[src/rtl/sync_fifo_write_arbiter.sv]
// Round-robin arbiter sharing one FIFO write port among NUM_REQ producers.
// Grants are held for bursts of up to MAX_BURST beats; full stalls the burst.
module sync_fifo_write_arbiter #(
  parameter int DATA_WIDTH = 64,
  parameter int NUM_REQ    = 4,
  parameter int MAX_BURST  = 8,
  parameter int IDX_BITS   = $clog2(NUM_REQ),
  parameter int CNT_BITS   = $clog2(MAX_BURST+1)
) (
  input  logic                          clk_i,
  input  logic                          rst_n_i,
  input  logic [NUM_REQ-1:0]            req_i,
  input  logic [NUM_REQ*DATA_WIDTH-1:0] data_i,
  output logic [NUM_REQ-1:0]            ack_o,
  output logic [NUM_REQ-1:0]            grant_o,
  output logic [IDX_BITS-1:0]           grant_idx_o,
  input  logic                          fifo_full_i,
  output logic                          fifo_wr_en_o,
  output logic [DATA_WIDTH-1:0]         fifo_data_o,
  output logic                          busy_o
);

  typedef enum logic {
    IDLE  = 1'b0,
    BURST = 1'b1
  } state_t;

  localparam logic [IDX_BITS-1:0] LAST_REQ =
    IDX_BITS'(NUM_REQ - 1);
  localparam logic [CNT_BITS-1:0] LAST_BEAT =
    CNT_BITS'(MAX_BURST - 1);

  state_t                state;
  logic [IDX_BITS-1:0]   last_idx;
  logic [IDX_BITS-1:0]   grant_idx;
  logic [NUM_REQ-1:0]    grant;
  logic [CNT_BITS-1:0]   beat_cnt;

  logic [IDX_BITS-1:0]   pick_idx;
  logic [IDX_BITS-1:0]   cand;
  logic                  pick_vld;
  logic                  cur_req;
  logic                  accept;
  logic                  last_beat;
  logic                  burst_end;

  logic [DATA_WIDTH-1:0] beats [NUM_REQ];

  for (genvar k = 0; k < NUM_REQ; k++) begin : g_beat
    assign beats[k] = data_i[k*DATA_WIDTH +: DATA_WIDTH];
  end

  // Walk offsets from far to near so the nearest requester
  // after last_idx is the one left in pick_idx.
  always_comb begin
    pick_idx = last_idx;
    pick_vld = 1'b0;
    cand     = last_idx;
    for (int k = NUM_REQ; k >= 1; k--) begin
      cand = IDX_BITS'((int'(last_idx) + k) % NUM_REQ);
      if (req_i[cand]) begin
        pick_idx = cand;
        pick_vld = 1'b1;
      end
    end
  end

  assign cur_req   = req_i[grant_idx];
  assign accept    = rst_n_i && (state == BURST) &&
                     cur_req && !fifo_full_i;
  assign last_beat = (beat_cnt == LAST_BEAT);
  assign burst_end = !cur_req || (accept && last_beat);

  always_ff @(posedge clk_i) begin
    if (!rst_n_i) begin
      state     <= IDLE;
      grant     <= '0;
      grant_idx <= LAST_REQ;
      last_idx  <= LAST_REQ;
      beat_cnt  <= '0;
    end else begin
      unique case (state)
        IDLE: begin
          if (pick_vld) begin
            state     <= BURST;
            grant     <= NUM_REQ'(1) << pick_idx;
            grant_idx <= pick_idx;
            beat_cnt  <= '0;
          end
        end
        BURST: begin
          if (burst_end) begin
            state    <= IDLE;
            grant    <= '0;
            last_idx <= grant_idx;
            beat_cnt <= '0;
          end else if (accept) begin
            beat_cnt <= beat_cnt + CNT_BITS'(1);
          end
        end
        default: begin
          state <= IDLE;
          grant <= '0;
        end
      endcase
    end
  end

  assign ack_o        = accept ? grant : '0;
  assign fifo_wr_en_o = accept;
  assign fifo_data_o  = beats[grant_idx];
  assign grant_o      = grant;
  assign grant_idx_o  = grant_idx;
  assign busy_o       = (state == BURST);

endmodule

[config.mk]
export PLATFORM = sky130hd
export DESIGN_NAME = sync_fifo_write_arbiter
export DESIGN_NICKNAME = d
export VERILOG_FILES = /design/src/rtl/sync_fifo_write_arbiter.sv
export SDC_FILE = /design/constraint.sdc
export NUM_CORES = 1
export LEC_CHECK = 0
export ABC_AREA = 1
export BUFFER_PORTS_ARGS = -buffer_cell sky130_fd_sc_hd__buf_2
export CAP_MARGIN = 40
export CORE_AREA = 3 3 130 132
export CTS_BUF_LIST = sky130_fd_sc_hd__clkbuf_8
export CTS_CLUSTER_SIZE = 24
export DETAILED_ROUTE_END_ITERATION = 6
export DIE_AREA = 0 0 133 135
export GPL_ROUTABILITY_DRIVEN = 1
export GPL_TIMING_DRIVEN = 0
export PLACE_DENSITY = 0.45
export SLEW_MARGIN = 15
export SYNTH_ARGS = -nofsm -noshare
export SYNTH_HDL_FRONTEND = slang
export SYNTH_SLANG_ARGS = --single-unit
export TNS_END_PERCENT = 10
[constraint.sdc]
create_clock -name clk_i -period 2.3 [get_ports clk_i]
set_clock_uncertainty 0.15 [all_clocks]
set_input_delay 0.69 -clock clk_i [delete_from_list [all_inputs] [get_ports clk_i]]
set_output_delay 0.69 -clock clk_i [all_outputs]
set_load 0.05 [all_outputs]
==> results of run 1 <==
## critical path, stage by stage
cell        delay [ps]
buf_12              90
inv_8               30
nor3_4             170
inv_2               80
nor2_4             120
clkinvlp_4         210
nor2_4             170
buf_8              150
## what timing repair did
action,in CTS,in global routing
endpoints found under the setup margin,69,69
cloned,1,3
hold endpoints to repair,0,0
buffers inserted,5,4
gates resized for setup,309,107
pin swaps,10,25
## worst paths after layout
path / slack, ps / cells after the start / end / startpoint
worst min register to register: 340 / 2 / beat_cnt[2] / beat_cnt[2]
worst min-delay path: 340 / 2 / beat_cnt[2] / beat_cnt[2]
worst max register to register: 540 / 12 / grant_o[1] / grant_idx_o[0]
worst max-delay path: -250 / 8 / ack_o[3] / rst_n_i
## logic make-up (layout without fill, tap and decap cells)
family | count (synthesis) | after routing
compound gates | 205 | 205
buf+inv | 65 | 420
other cells | 0 | 1
fa+ha+maj | 1 | 1
xor+xnor | 1 | 1
simple gates | 216 | 216
flops | 13 | 13
## stage by stage
stage / utilization (%) / std cells / power [mW] / hold slack, ps / setup WS [ps]
6_report: 39.38 / 1073 / 5.604 / 338.7 / -246.3
5_1_grt: 39.38 / 1073 / 5.872 / 373.0 / -314.2
2_1_floorplan: - / 501 / 3.129 / 314.5 / -438.8
3_5_place_dp: 31.32 / 1055 / 4.232 / 330.8 / -719.9
3_3_place_gp: 31.32 / 1055 / 4.243 / 325.3 / -739.9
4_1_cts: 37.46 / 1065 / 5.369 / 337.9 / -276.6
## cell type report
type	count	area (µm²)
timing repair buffer	351	2330
inverter	22	101.3
clock buffer	3	41.29
multi-input combinational	423	2616
antenna	1	2.502
sequential	13	269.0
fill	1737	9594
buffer	43	599.3
clock inverter	1	3.754
tap	216	270.3
## routing by layer
metal,wire length [µm],global-route usage (%),vias up
met4,362,4.503,2
met1,7893,24.83,2269
li1,-,-,2454
met5,11,0,-
met2,10100,35.44,214
met3,1160,3.390,27
## flip-flops by register name (all words and copies together) (netlist names)
| register | cells |
|---|---|
| grant_o | 4 |
| busy_o | 1 |
| grant_idx_o | 2 |
| beat_cnt | 4 |
| last_idx | 2 |
## cell usage after synthesis (2+ instances only)
master	n	area (µm²)
o21ai_0	129	645.6
nand2_1	47	176.4
a21oi_1	8	40.04
buf_2	5	25.02
nor2_1	144	540.5
inv_2	5	18.77
buf_1	7	26.28
clkbuf_1	30	112.6
o22ai_1	64	400.4
nand4_1	2	12.51
nor3_1	2	10.01
dfxtp_1	13	260.3
o211ai_1	3	22.52
nand2_2	7	43.79
nand3_1	10	50.05
inv_1	16	60.06
## where the power goes
group          internal, mW  switching [mW]  total (mW)
clock                 0.118          0.0882       0.206
combinational          1.98            3.11        5.09
sequential            0.264          0.0448       0.309
==> results.py, run 1 <==
metrics = {
    "setup_path": {
        "worst_ep_arrival_time_ps": 1710,
        "cp-end-kind": "output port",
        "path_max_fanout": 4,
        "start_kind": "input port",
        "cp.required_ps": 1460,
        "path_class": "in -> out",
    },
    "cells_and_area": {
        "layout_common_cells": "266 x buf_2, 117 x nor2_1, 78 x buf_6",
        "area_delta_synth_final_pct": 145.4,
        "final_common_cell": "buf_2",
        "layout-drive-gt1-share_pct": 61.57,
        "final_nets": 1121,
        "final_area_um2": 6233,
    },
    "logic_synthesis": {
        "synth_top_family_by_area": "compound AO/OA/AOI/OAI gates",
        "ys_async_sr_fraction_pct": 0,
        "ys.flop_type": "dfxtp_1",
        "ys_ff_latch": 13,
        "synth_seq_area_share_pct": 10.25,
        "post_synth.cell_area_avg_um2": 5.070,
        "synth_nets": 765,
        "synth_edf_count": 0,
        "synthAdderAreaFrac_pct": 0.4926,
        "yosysWarnings": 0,
        "synth-compound-area-share_pct": 43.84,
        "synthCells": 501,
        "syn_area_um2": 2540,
        "synth_xor_area_share_pct": 0.3448,
        "yosys.area_share.simple_pct": 34.83,
        "yosys-mux-area-fraction_pct": 0,
        "synth_cell_types": 25,
    },
    "sta": {
        "setup_violations": 57,
        "period_share_pct": 110.7,
        "fmax_ghz": 0.3927,
        "worst-slew-pin-transition_ps": 301.8,
        "setup_tns_ps": -4628,
        "min_period_ps": 2546,
        "hold_viol": 0,
        "setup_ws_ps": -246.3,
        "relSlewSlack_pct": 79.85,
        "slew_violations": 0,
        "rsz0062_at_grt": "yes",
    },
    "cts": {
        "clk_path_buf_depth": 2,
        "clock_latency_ps": 250,
        "hold_buffers": 0,
        "cts_tree": "yes",
        "clockRootBuffer": "clkbuf_8",
        "htree_num_levels": 1,
        "clkTransAtPathRegs_ps": 60,
        "cts.sinks": 13,
        "numCtsBuffers": 3,
    },
    "power": {
        "p_leak_nw": 2.991,
        "irDropWorstVdd_mv": 0.3379,
        "powerDensity_nw_per_um2": 898.9,
    },
    "die": {
        "start_util_pct": 16.05,
        "num_rows": 46,
        "core_area_um2": 15830,
        "die_y_um": 135,
        "dieWidth_um": 133,
        "fp.dieArea_um2": 17960,
        "ioPinCount": 339,
    },
    "drt": {
        "drc": 0,
        "num_vias": 4966,
        "viasPerCell": 4.628,
        "antenna_left": 0,
        "wl_per_cell_um": 18.19,
        "finalWirelength_mm": 19.52,
        "first_pass_iters": 4,
        "dr.first_iter.drc_count": 216,
    },
    "place": {
        "placed_cell_area_um2": 4957,
        "place.gp.congestion": 0.8539,
        "hpwlAfterDp_mm": 15.75,
        "io_buffer_count": 338,
    },
    "outcome": {
        "status": "finished, violations left",
        "failed_checks": "negative setup slack",
    },
    "hold_path": {
        "hold_class": "reg -> reg",
    },
    "global_routing": {
        "grt_usage_pct": 19.81,
        "grt_max_degree": 12,
        "gr-total-overflow": 0,
        "grt_pass1_wl_mm": 28.46,
        "grt_pass1_vias": 4980,
        "antenna_found_initial": 2,
    },
    "job": {
        "max_cap_viol_count": 0,
    },
}
No activity file was read; power rests on OpenSTA's default activity.
==> run 2: changes to the inputs <==
- ABC_AREA: 1 -> 0
- CORE_AREA: 3 3 130 132 -> 3 3 131 133
- DIE_AREA: 0 0 133 135 -> 0 0 134 136
- PLACE_DENSITY: 0.45 -> 0.42
==> run 2 against run 1 <==
Total power fell by 49%; area after synthesis fell by 13%; the flow still finishes with violations (negative setup slack); worst hold slack improved by 7.5 ps.
==> results.py, run 2 <==
metrics = {
    "outcome": {
        "status": "finished, violations left",
        "failed_checks": "negative setup slack",
    },
    "global_routing": {
        "grt_max_degree": 11,
        "gr-total-overflow": 0,
        "grt_pass1_vias": 3407,
        "grt_pass1_wl_mm": 20.96,
        "grt_usage_pct": 14.85,
        "antenna_found_initial": 3,
    },
    "sta": {
        "slew_violations": 0,
        "setup_violations": 73,
        "period_share_pct": 112.8,
        "setup_ws_ps": -293.8,
        "hold_viol": 0,
        "min_period_ps": 2594,
        "rsz0062_at_grt": "yes",
        "hold_ws_ps": 346.3,
        "worst-slew-pin-transition_ps": 563.6,
        "relSlewSlack_pct": 62.43,
        "fmax_ghz": 0.3855,
    },
    "logic_synthesis": {
        "synth_edf_count": 0,
        "ys_async_sr_fraction_pct": 0,
        "syn_area_um2": 2210,
        "yosys-top-cells-count": "65 x mux4_2, 13 x dfxtp_1, 7 x buf_2",
        "synth_seq_area_share_pct": 11.78,
        "synth_top_area_cell": "mux4_2",
        "synthTopCellsByArea": "mux4_2 66%, dfxtp_1 12%, a32o_1 1.8%",
        "yosysWarnings": 0,
        "post_synth.cell_area_avg_um2": 13.98,
        "synth_nets": 422,
        "synthCells": 158,
        "synth_cell_types": 31,
        "yosysTopAreaCellShare_pct": 66.25,
        "synth_most_common_cell": "mux4_2",
        "ys.flop_type": "dfxtp_1",
        "ys_ff_latch": 13,
    },
    "power": {
        "p_leak_nw": 2.428,
        "irDropWorstVdd_mv": 0.2401,
        "seqPwrFrac_pct": 9.5,
        "p_sw_mw": 1.449,
        "combPwrFrac_pct": 83.4,
        "internal_power_mw": 1.399,
        "power_frac_clock_pct": 7.1,
        "swShare_pct": 50.88,
        "powerDensity_nw_per_um2": 574.2,
    },
    "die": {
        "num_rows": 46,
        "die_y_um": 136,
        "dieWidth_um": 134,
        "ioPinCount": 339,
        "start_util_pct": 13.86,
        "fp.dieArea_um2": 18220,
        "core_area_um2": 15940,
    },
    "cells_and_area": {
        "final_area_um2": 4960,
        "post-route-util_pct": 31.11,
        "stdcell_count": 729,
        "area_delta_synth_final_pct": 124.5,
        "layout-drive-gt1-share_pct": 87.11,
        "multi_input_area_um2": 1873,
        "final_common_cell": "buf_2",
        "layout_common_cells": "276 x buf_2, 65 x mux4_2, 54 x buf_6",
        "final_nets": 777,
        "seqCellArea_um2": 266.5,
        "fill_cells": 1733,
    },
    "setup_path": {
        "ff2ff_setup_slack_ps": 190,
        "start_kind": "input port",
        "slowest_stage": "mux4_2",
        "path_max_fanout": 6,
        "path_cells": "buf_8 > mux4_2 > nor4b_4 > and2_4 > buf_8",
        "worst_ep_arrival_time_ps": 1750,
        "cp_top_family": "multiplexers",
        "slowest_delay_ps": 500,
        "cp.required_ps": 1460,
        "path_buf_inv": 2,
        "crit_path_frequent_cell": "buf_8",
        "cp-end-kind": "output port",
        "path_class": "in -> out",
    },
    "place": {
        "hpwlAfterDp_mm": 12.84,
        "placed_cell_area_um2": 4193,
        "place.gp.congestion": 0.9461,
        "io_buffer_count": 337,
        "place_worst_setup_slack_ps": -726.7,
        "place_inst": 711,
    },
    "drt": {
        "dr.first_iter.drc_count": 163,
        "num_vias": 3229,
        "drc": 0,
        "first_pass_iters": 4,
        "finalWirelength_mm": 14.91,
        "wl_per_cell_um": 20.46,
        "antenna_left": 0,
        "viasPerCell": 4.429,
    },
    "cts": {
        "clk_path_buf_depth": 2,
        "clkTransAtPathRegs_ps": 60,
        "hold_buffers": 0,
        "htree_num_levels": 1,
        "clockRootBuffer": "clkbuf_8",
        "cts.sinks": 13,
        "clock_latency_ps": 240,
        "numCtsBuffers": 3,
        "cts_tree": "yes",
    },
    "hold_path": {
        "hold_class": "reg -> reg",
    },
    "job": {
        "max_cap_viol_count": 0,
    },
}
run 2: cell types whose count changed after synthesis, sizes merged, moves of 4 or more:
cell    before  now
and2         0    6
o22ai       64    0
nor2       145    3
inv         22    6
a32o         0    4
nand3       11    4
clkbuf      30    4
nand2       55    2
mux4         0   65
o21ai      130    5
run 2: timing repair:
| action | CTS | global route |
|---|---|---|
| pin swaps | 4 | 4 |
| gates cloned | 1 | 0 |
| resized for setup | 148 | 32 |
| buffers inserted | 7 | 6 |
| endpoints found under the setup margin | 69 | 73 |
run 2: final timing paths:
path | cells past startpoint | to | start
worst max-delay path | 5 | ack_o[2] | req_i[3]
worst min register to register | 2 | beat_cnt[3] | beat_cnt[3]
worst max register to register | 5 | beat_cnt[3] | grant_idx_o[0]
worst min-delay path | 2 | beat_cnt[3] | beat_cnt[3]
run 2: layer usage:
layer	vias up	wire, µm	track usage [%]
met2	170	7516	25.18
met1	1612	6122	19.76
met4	4	205	2.457
li1	1425	-	-
met3	18	1031	3.294
met5	-	37	0
run 2: final cells by class:
class,count,area share (%)
Antenna cell,1,0.05045
Buffer,16,4.087
Clock buffer,3,0.8325
Clock inverter,1,0.07568
Inverter,6,0.4541
Multi-Input combinational cell,122,37.76
Sequential cell,13,5.373
Tap cell,216,5.449
Timing Repair Buffer,351,45.91
run 2: tightest hold or removal path: stages (launching register included):
cell,delay [ps]
dfxtp_1,320
o31ai_1,70
a21oi_1,60
run 2: through the flow:
| stage | TNS, ps | power, mW |
|---|---|---|
| after floorplan | -24790 | 1.671 |
| final | -13340 | 2.848 |
| after CTS | -15460 | 2.778 |
| after detailed placement | -35690 | 2.238 |
| after global routing | -17880 | 2.965 |
| after global placement | -35460 | 2.235 |
run 2: power groups by stage:
stage | registers (mW) | clock network, mW | logic (mW)
6_report | 0.272 | 0.201 | 2.37
5_1_grt | 0.277 | 0.219 | 2.47
4_1_cts | 0.274 | 0.206 | 2.30
3_5_place_dp | 0.272 | 0 | 1.97
3_3_place_gp | 0.272 | 0 | 1.96
2_1_floorplan | 0.312 | 0 | 1.36
run 2: cells by family (layout without fill, tap and decap cells):
kind of cell / count (synthesis) / after routing / share of synthesized area [%]
flip-flops: 13 / 13 / 11.78
XOR/XNOR: 1 / 1 / 0.3964
multiplexers: 65 / 65 / 66.25
AO/OA/AOI/OAI: 26 / 26 / 8.437
adder cells (fa/ha/maj): 1 / 1 / 0.5662
buffers and inverters: 23 / 377 / 4.303
AND/OR/NAND/NOR: 29 / 29 / 8.267
other: 0 / 1 / 0
